===== config.mk =====
export PLATFORM = sky130hd
export DESIGN_NAME = mux_stream_nx1
export DESIGN_NICKNAME = d
export VERILOG_FILES = /design/src/rtl/mux_stream_pkg.sv /design/src/rtl/mux_stream_nx1_rr_arbiter.sv /design/src/rtl/mux_stream_nx1.sv
export SDC_FILE = /design/constraint.sdc
export NUM_CORES = 1
export LEC_CHECK = 0
export ABC_CLOCK_PERIOD_IN_PS = 4000
export BUFFER_PORTS_ARGS = -buffer_cell sky130_fd_sc_hd__clkbuf_2
export CORE_UTILIZATION = 30
export CTS_CLUSTER_SIZE = 40
export DETAILED_ROUTE_END_ITERATION = 8
export PLACE_DENSITY = 0.63
export SLEW_MARGIN = 5
export SYNTH_ARGS = -nofsm -noshare
export SYNTH_HDL_FRONTEND = slang
export SYNTH_SLANG_ARGS = --single-unit

===== constraint.sdc =====
create_clock -name clk -period 4 [get_ports clk]
set_input_delay 0.4 -clock clk [delete_from_list [all_inputs] [get_ports clk]]
set_output_delay 0.4 -clock clk [all_outputs]
set_load 0.01 [all_outputs]

===== src/rtl/mux_stream_pkg.sv =====
// Shared definitions for the N-to-1 registered stream multiplexer:
// mode encodings, output-stage states and channel-slice helper.
package mux_stream_pkg;

  localparam logic MODE_MANUAL = 1'b0;
  localparam logic MODE_RR     = 1'b1;

  typedef enum logic {
    ST_EMPTY = 1'b0,
    ST_FULL  = 1'b1
  } out_state_e;

  // Low bit of channel `ch` inside a packed bus of `width`-bit channels.
  function automatic int unsigned ch_base(input int unsigned ch, input int unsigned width);
    return ch * width;
  endfunction

endpackage


===== src/rtl/mux_stream_nx1_rr_arbiter.sv =====
// Round-robin arbiter: remembers the last granted channel and scans upward
// from the one after it, wrapping modulo NUM_CH.
module rr_arbiter
  import mux_stream_pkg::*;
#(
  parameter int NUM_CH = 4,
  parameter int SEL_W  = $clog2(NUM_CH)
) (
  input  logic              clk,
  input  logic              rst_n,
  input  logic [NUM_CH-1:0] req,
  input  logic              advance,
  output logic [NUM_CH-1:0] grant_onehot,
  output logic [SEL_W-1:0]  grant_idx,
  output logic              any
);

  localparam logic [SEL_W:0]   NCH     = (SEL_W+1)'(NUM_CH);
  localparam logic [SEL_W-1:0] LAST_CH = SEL_W'(NUM_CH - 1);

  logic [SEL_W-1:0] last_q, last_d;
  logic [SEL_W:0]   cand;

  // last_q <= NUM_CH-1 and k <= NUM_CH, so one conditional subtract wraps.
  always_comb begin
    grant_idx = '0;
    any       = 1'b0;
    cand      = '0;
    for (int k = 1; k <= NUM_CH; k++) begin
      cand = {1'b0, last_q} + (SEL_W+1)'(k);
      if (cand >= NCH) cand = cand - NCH;
      if (!any && req[cand[SEL_W-1:0]]) begin
        any       = 1'b1;
        grant_idx = cand[SEL_W-1:0];
      end
    end
  end

  for (genvar gi = 0; gi < NUM_CH; gi++) begin : g_onehot
    assign grant_onehot[gi] = any && (grant_idx == SEL_W'(gi));
  end

  always_comb begin
    last_d = last_q;
    if (advance) last_d = grant_idx;
  end

  always_ff @(posedge clk or negedge rst_n) begin
    if (!rst_n) last_q <= LAST_CH;
    else        last_q <= last_d;
  end

endmodule


===== src/rtl/mux_stream_nx1.sv =====
// Parametrised N-to-1 registered stream mux with valid/ready on every channel
// and a runtime choice of manual select or round-robin arbitration.
module mux_stream_nx1
  import mux_stream_pkg::*;
#(
  parameter int WIDTH  = 8,
  parameter int NUM_CH = 4,
  parameter int SEL_W  = $clog2(NUM_CH)
) (
  input  logic                    clk,
  input  logic                    rst_n,
  input  logic [NUM_CH*WIDTH-1:0] in_data,
  input  logic [NUM_CH-1:0]       in_valid,
  output logic [NUM_CH-1:0]       in_ready,
  input  logic                    mode,
  input  logic [SEL_W-1:0]        select,
  output logic [WIDTH-1:0]        out_data,
  output logic [SEL_W-1:0]        out_ch,
  output logic                    out_valid,
  input  logic                    out_ready
);

  localparam int SEL_SPAN = 1 << SEL_W;

  logic [WIDTH-1:0]    ch_data [NUM_CH];
  logic [SEL_SPAN-1:0] valid_ext;
  logic [NUM_CH-1:0]   man_onehot, rr_onehot, grant_onehot;
  logic [SEL_W-1:0]    rr_idx, grant_idx;
  logic                man_any, rr_any, grant_any, can_load, transfer;

  out_state_e       state_q, state_d;
  logic [WIDTH-1:0] data_q, data_d;
  logic [SEL_W-1:0] ch_q, ch_d;

  for (genvar gi = 0; gi < NUM_CH; gi++) begin : g_chan
    assign ch_data[gi]    = in_data[ch_base(gi, WIDTH) +: WIDTH];
    assign man_onehot[gi] = man_any && (select == SEL_W'(gi));
  end

  // Unused select codes (non-power-of-2 NUM_CH) read a zero valid bit.
  always_comb begin
    valid_ext                = '0;
    valid_ext[NUM_CH-1:0]    = in_valid;
  end
  assign man_any = valid_ext[select];

  rr_arbiter #(
    .NUM_CH (NUM_CH),
    .SEL_W  (SEL_W)
  ) u_rr (
    .clk          (clk),
    .rst_n        (rst_n),
    .req          (in_valid),
    .advance      (transfer && (mode == MODE_RR)),
    .grant_onehot (rr_onehot),
    .grant_idx    (rr_idx),
    .any          (rr_any)
  );

  always_comb begin
    if (mode == MODE_RR) begin
      grant_any    = rr_any;
      grant_idx    = rr_idx;
      grant_onehot = rr_onehot;
    end else begin
      grant_any    = man_any;
      grant_idx    = select;
      grant_onehot = man_onehot;
    end
  end

  assign can_load = (state_q == ST_EMPTY) || out_ready;
  assign transfer = grant_any && can_load;
  assign in_ready = can_load ? grant_onehot : '0;

  always_comb begin
    state_d = state_q;
    data_d  = data_q;
    ch_d    = ch_q;
    if (transfer) begin
      state_d = ST_FULL;
      data_d  = ch_data[grant_idx];
      ch_d    = grant_idx;
    end else if (out_ready) begin
      state_d = ST_EMPTY;
    end
  end

  always_ff @(posedge clk or negedge rst_n) begin
    if (!rst_n) begin
      state_q <= ST_EMPTY;
      data_q  <= '0;
      ch_q    <= '0;
    end else begin
      state_q <= state_d;
      data_q  <= data_d;
      ch_q    <= ch_d;
    end
  end

  assign out_valid = (state_q == ST_FULL);
  assign out_data  = data_q;
  assign out_ch    = ch_q;

endmodule


# After elaboration in Yosys (flattened, before gate mapping)
# Cells that the tools add are included.
# W data, S select, Z words.
[word_totals] register_bits=13 mem_count=0 ram_bits=0 input_bits=42 romBits=0 latchBits=0 wordCells=81 out_inout_bits=15
[op_classes] addsub=8 n_shift=0 n_eq_ne=6 n_div=0 order_cmp=10 multipliers=0 reduce_logical=20 bitwise_logic=2 muxes=31
[op_table] operator="$mux W2" n=9
[op_table] operator="$bmux W8 S2" n=1
[op_table] operator="$mux W8" n=2
[op_table] operator="$ge A3 B3 Y1 const B" n=5
[op_table] operator="$lt A2 B3 Y1 const B" n=5
[op_table] operator="$logic_and A1 B1 Y1" n=13
[op_table] operator="$mux W1" n=12
[op_table] operator="$bmux W1 S2" n=5
[op_table] operator="$eq A2 B2 Y1 const B" n=4
[op_table] operator="$mux W4" n=2
[op_table] operator="$sub A2 B1 Y2 const B" n=4
[op_table] operator="$add A2 B2 Y3 const B" n=2
[op_table] operator="$eq A2 B1 Y1 const B" n=2
[op_table] operator="$logic_not A2 Y1" n=2
[op_table] operator="$add A2 B1 Y3 const B" n=1
[op_table] operator="$add A2 B3 Y3 const B" n=1
[op_table] operator="$logic_not A1 Y1" n=3
[op_table] operator="$not A2 Y3" n=1
[op_table] operator="$reduce_bool A2 Y1" n=1
[op_table] operator="$logic_or A1 B1 Y1" n=1
[op_table] operator="$not A1 Y1" n=1

# Depth between registers and ports, before layout
[logic_depth] word_depth=20 mapped_depth=8 ltp_nobuf=6

# Cells and area by module
# From an unflattened synthesis, not the netlist that was laid out.
[unflattened] hier_cells=83 hier_area_um2=1001.0
[modules_own_cells] mod="mux_stream_nx1" area_each_um2=750.7 n_inst=1 cells_each=53
[modules_own_cells] mod="rr_arbiter" area_each_um2=250.2 n_inst=1 cells_each=30

# Worst setup path after synthesis
# No wires, ideal clock.
[synth_path] path_type="reg-to-output" from="reg u_rr.last_q[0]" to="out in_ready[0]" stages_incl_launch_ff=7 setup_slack_ps=2036 n_path_buf=2 arrival_ps=1564 path_cell_list="dfstp_2 -> nand2b_2 -> a21boi_2 -> o41ai_2 -> buf_6 -> buf_12 -> nor2b_1"
[synth_via] elab_chain_len=19
[synth_lines] item="start: declaration" line="mux_stream_nx1_rr_arbiter.sv:21" source="logic [SEL_W-1:0] last_q, last_d;"
[synth_lines] item="start signal: assignment" line="mux_stream_nx1_rr_arbiter.sv:50" source="else last_q <= last_d;"
[synth_lines] item="$add A2 B1 Y3" line="mux_stream_nx1_rr_arbiter.sv:30" source="cand = {1'b0, last_q} + (SEL_W+1)'(k);"
[synth_lines] item="$ge A3 B3 Y1 / $sub A2 B1 Y2 (equally long branches)" line="mux_stream_nx1_rr_arbiter.sv:31" source="if (cand >= NCH) cand = cand - NCH;"
[synth_lines] item="$mux W2" line="mux_stream_nx1_rr_arbiter.sv:31"
[synth_lines] item="$bmux W1 S2" line="mux_stream_nx1_rr_arbiter.sv:32" source="if (!any && req[cand[SEL_W-1:0]]) begin"
[synth_lines] item="$mux W1 (not written as such)" line="mux_stream_nx1_rr_arbiter.sv:32"
[synth_lines] item="$mux W1" line="mux_stream_nx1_rr_arbiter.sv:32"
[synth_lines] item="$logic_not A1 Y1" line="mux_stream_nx1_rr_arbiter.sv:32"
[synth_lines] item="$logic_and A1 B1 Y1" line="mux_stream_nx1_rr_arbiter.sv:32"
[synth_lines] item="[... 3 more ...]"
[synth_lines] item="$mux W1" line="mux_stream_nx1_rr_arbiter.sv:32"
[synth_lines] item="$logic_not A1 Y1" line="mux_stream_nx1_rr_arbiter.sv:32"
[synth_lines] item="$logic_and A1 B1 Y1" line="mux_stream_nx1_rr_arbiter.sv:32"
[synth_lines] item="$mux W2" line="mux_stream_nx1_rr_arbiter.sv:32"
[synth_lines] item="$logic_not A2 Y1" line="mux_stream_nx1_rr_arbiter.sv:40" source="assign grant_onehot[gi] = any && (grant_idx == SEL_W'(gi));"
[synth_lines] item="$logic_and A1 B1 Y1 *" line="mux_stream_nx1_rr_arbiter.sv:40"
[synth_lines] item="$mux W4 *" line="mux_stream_nx1.sv:61" source="if (mode == MODE_RR) begin"
[synth_lines] item="$mux W4 *" line="mux_stream_nx1.sv:74" source="assign in_ready = can_load ? grant_onehot : '0;"
[synth_lines] item="end: declaration" line="mux_stream_nx1.sv:14" source="output logic [NUM_CH-1:0] in_ready,"
# Mark *: on every way between the ends. The rest lies on a longest branch, timed or not. The select of a mux whose other input is x is not followed.

# Final worst setup path
# Same ends and word-level chain as after synthesis.

==> results.json <==
{
  "synth_cell_types": 38,
  "ys_seq_area_share_pct": 33.1,
  "post_cts_buffers": 0,
  "cts_max_level": 1,
  "vias_per_cell": 4.86,
  "slew_viol_final": 0,
  "critical_path.endpoint_type": "output port",
  "initial_antenna_violation_count": 0,
  "vias": 987,
  "met3RoutedLength_microns": 132,
  "synth_edf_count": 0,
  "finalSetupViolations": 0,
  "ir_drop_mv": 0.215,
  "drt_drc_violations_left": 0,
  "arrival_ns": 2.39,
  "totalNegativeSetupSlack_ns": 0,
  "fillerInstances": 347,
  "clkLatencyLatePin_ns": 0.28,
  "die-width_microns": 59.5,
  "grt_start_max_net_pins": 16,
  "skew_ns": 0.00374,
  "postSynthRegisterBits": 13,
  "worst_setup_hold_path_clk_slew_ns": 0.08,
  "whs_ns": 0.00408,
  "drt-initial-drc-count": 22,
  "preCtsSetupSlack_ns": 1.48,
  "minimum_clock_period_ns": 2.79,
  "unrepaired_setup_endpoints_after_global_routing": "no",
  "worst-path-max-fanout": 15,
  "avgRoutedWirePerCell_microns": 12.2,
  "setup.worst_path.class": "reg -> out",
  "max-slew-margin-rel_pct": 27.2,
  "multi_input_area_sq_um": 617,
  "ioPinCount": 57,
  "placement.io_buffers": 56,
  "outcome": "finished, final reports clean",
  "max_freq_mhz": 359,
  "clk_root_buffer_cell": "clkbuf_4",
  "antennaDiodeCount": 0,
  "required_ns": 3.60,
  "ff_to_ff_setup_slack_ns": 1.55,
  "grt_overflow_total": 0,
  "crit_slowest_cell": "o41ai_4",
  "maxCapViolations": 0,
  "max_slew.worst_pin.slew_ns": 1.09,
  "synth_nets": 144,
  "synth-simple-area-share_pct": 18.1,
  "setup.worst_path.start_class": "register",
  "crit_path_buf_inv_count": 1,
  "met1_length_microns": 959,
  "postSynthCellCount": 102,
  "yosys.area_share.adder_pct": 0,
  "syn_area_per_cell_sq_um": 9.72,
  "r2r_start": "u_rr.last_q[0]",
  "timing.reg2reg.worst_path_depth": 6,
  "post_synth_instance_area_sq_um": 991,
  "async_reset_ff_share_pct": 100,
  "post_synth_mux_area_share_pct": 19.8,
  "initial_core_util_pct": 31.9,
  "post_synth_xor_area_fraction_pct": 0,
  "regArea_sq_um": 328,
  "postCtsHoldBufs": 0,
  "p_leak_uw": 0.000651,
  "tritoncts": "built",
  "worstPathCellList": "nand2b_2 -> a21boi_2 -> o41ai_4 -> nor2b_1 -> clkbuf_2",
  "crit_family": "compound AO/OA/AOI/OAI gates",
  "maxUsedRoutingLayer": "met4",
  "place.detailed.instances": 199,
  "fin_nets": 202,
  "grt_first_pass_wirelength_microns": 3950,
  "share_of_layout_cells_above_drive_strength_1_pct": 45.3,
  "reg2reg_to": "out_data[6]",
  "post_layout_nonfiller_instances": 203,
  "place_hpwl_microns": 2040,
  "synth_warnings": 0,
  "postCtsResizedCells": 0,
  "min-delay-path-class": "in -> async",
  "flow.area_growth_from_synthesis_pct": 34.1,
  "core_region_area_sq_um": 3100,
  "die_height_microns": 59.5,
  "synth_compound_area_share_pct": 23.2,
  "cts_num_sinks": 13,
  "number_of_global_route_vias_before_repair": 880,
  "final_antenna_net_count": 0,
  "combinational_family_with_the_most_area_after_synthesis": "compound AO/OA/AOI/OAI gates",
  "hold_viol_final": 0,
  "cts-buffers-inserted": 3,
  "totalWireLength_microns": 2480,
  "grt_usage_pct": 14.9,
  "setup_ws_ns": 1.21,
  "power.density_nw_per_um2": 433,
  "die_outline_area_sq_um": 3540,
  "clock_path_buffers": 2,
  "drt_pass1_iterations": 4,
  "synth_flop_type": "dfrtp_1",
  "row_count": 20,
  "max_stage_delay_ns": 0.94,
  "period_share_pct": 69.7,
  "met2RoutedLength_microns": 1360,
  "place_congestion": 0.864
}
==> synth_stat cells (2+ instances only) <==
library cell	instances	share of area, %
nand3_1	2	1.0
a2bb2oi_1	7	6.2
nand3b_1	2	1.5
or2_1	2	1.3
dfstp_2	2	5.3
nor2b_1	3	1.9
nor3_1	3	1.5
mux2i_1	14	14
o21ai_1	5	2.5
a211oi_1	2	1.5
mux2_1	2	2.3
nand2_1	3	1.1
a21oi_1	5	2.5
nor4_1	2	1.3
nand2b_1	4	2.5
nor2_1	7	2.7
dfrtp_1	11	28
inv_1	3	1.1
o21ai_0	4	2.0
==> cells in the final DEF (no fill, tap or decap), drive strengths merged <==
cell     Yosys  layout
a211oi       2       2
a21boi       2       2
a21o         1       1
a21oi        6       6
a2bb2oi      7       7
a311oi       1       1
a41oi        1       1
buf          3       1
clkbuf       1      60
dfrtp       11      11
dfstp        2       2
inv          4       4
mux2         3       3
mux2i       14      14
mux4         1       1
nand2        3       3
nand2b       5       5
nand3        2       2
nand3b       2       2
nor2         7       7
nor2b        3       3
nor3         4       4
nor3b        1       1
nor4         2       2
o21ai        9       9
o41ai        2       2
or2          3       3
==> sequential cells by signal, indices dropped and copies added (netlist names) <==
| name | count |
|---|---|
| out_ch | 2 |
| out_data | 8 |
| out_valid | 1 |
| u_rr.last_q | 2 |
==> logic make-up (layout without fill, tap and decap cells) <==
group	count (synthesis)	in the layout
AND/OR/NAND/NOR	32	32
AO/OA/AOI/OAI	31	31
multiplexers	18	18
flip-flops	13	13
buffers and inverters	8	65
==> through the flow <==
stage / area [sq um] / utilization [%] / total power [uW]
6_report: 1330 / 42.8 / 576
5_1_grt: 1330 / 42.8 / 625
4_1_cts: 1330 / 42.8 / 583
3_5_place_dp: 1300 / 42.0 / 501
3_3_place_gp: 1300 / 42.0 / 496
2_1_floorplan: 991 / - / 404
==> report_power, final <==
part           switching (uW)  leakage [uW]  internal, uW  total (uW)
registers                30.3      0.000151           184         214
clock network            42.5     0.0000150          38.7        81.2
logic                     146      0.000485           135         280
total                     219      0.000651           357         576
==> cell type report <==
cell class | instances | area share [%]
repair buffers | 57 | 21.7
multi-input cells | 81 | 46.4
clock buffers | 4 | 1.98
inverters | 4 | 1.13
flip-flops and latches | 13 | 24.7
well taps | 44 | 4.14
==> layer usage <==
layer | up-vias | GRT usage (%)
met5 | - | 0
met4 | 0 | 3.06
met3 | 5 | 3.49
met2 | 26 | 26.3
met1 | 457 | 18.3
li1 | 499 | -
==> worst max-delay path by stage <==
| stage | startpoint | end | slack, ns | cells after the start |
|---|---|---|---|---|
| 2_1_floorplan | u_rr.last_q[0] | in_ready[0] | 2.04 | 6 |
| 3_5_place_dp | in_valid[1] | in_ready[0] | 1.48 | 6 |
| 4_1_cts | u_rr.last_q[0] | in_ready[0] | 1.19 | 5 |
| 3_3_place_gp | in_valid[1] | in_ready[0] | 1.52 | 6 |
| 5_1_grt | u_rr.last_q[0] | in_ready[0] | 1.05 | 5 |
| 6_report | u_rr.last_q[0] | in_ready[0] | 1.21 | 5 |
No activity file was read; power rests on OpenSTA's default activity.
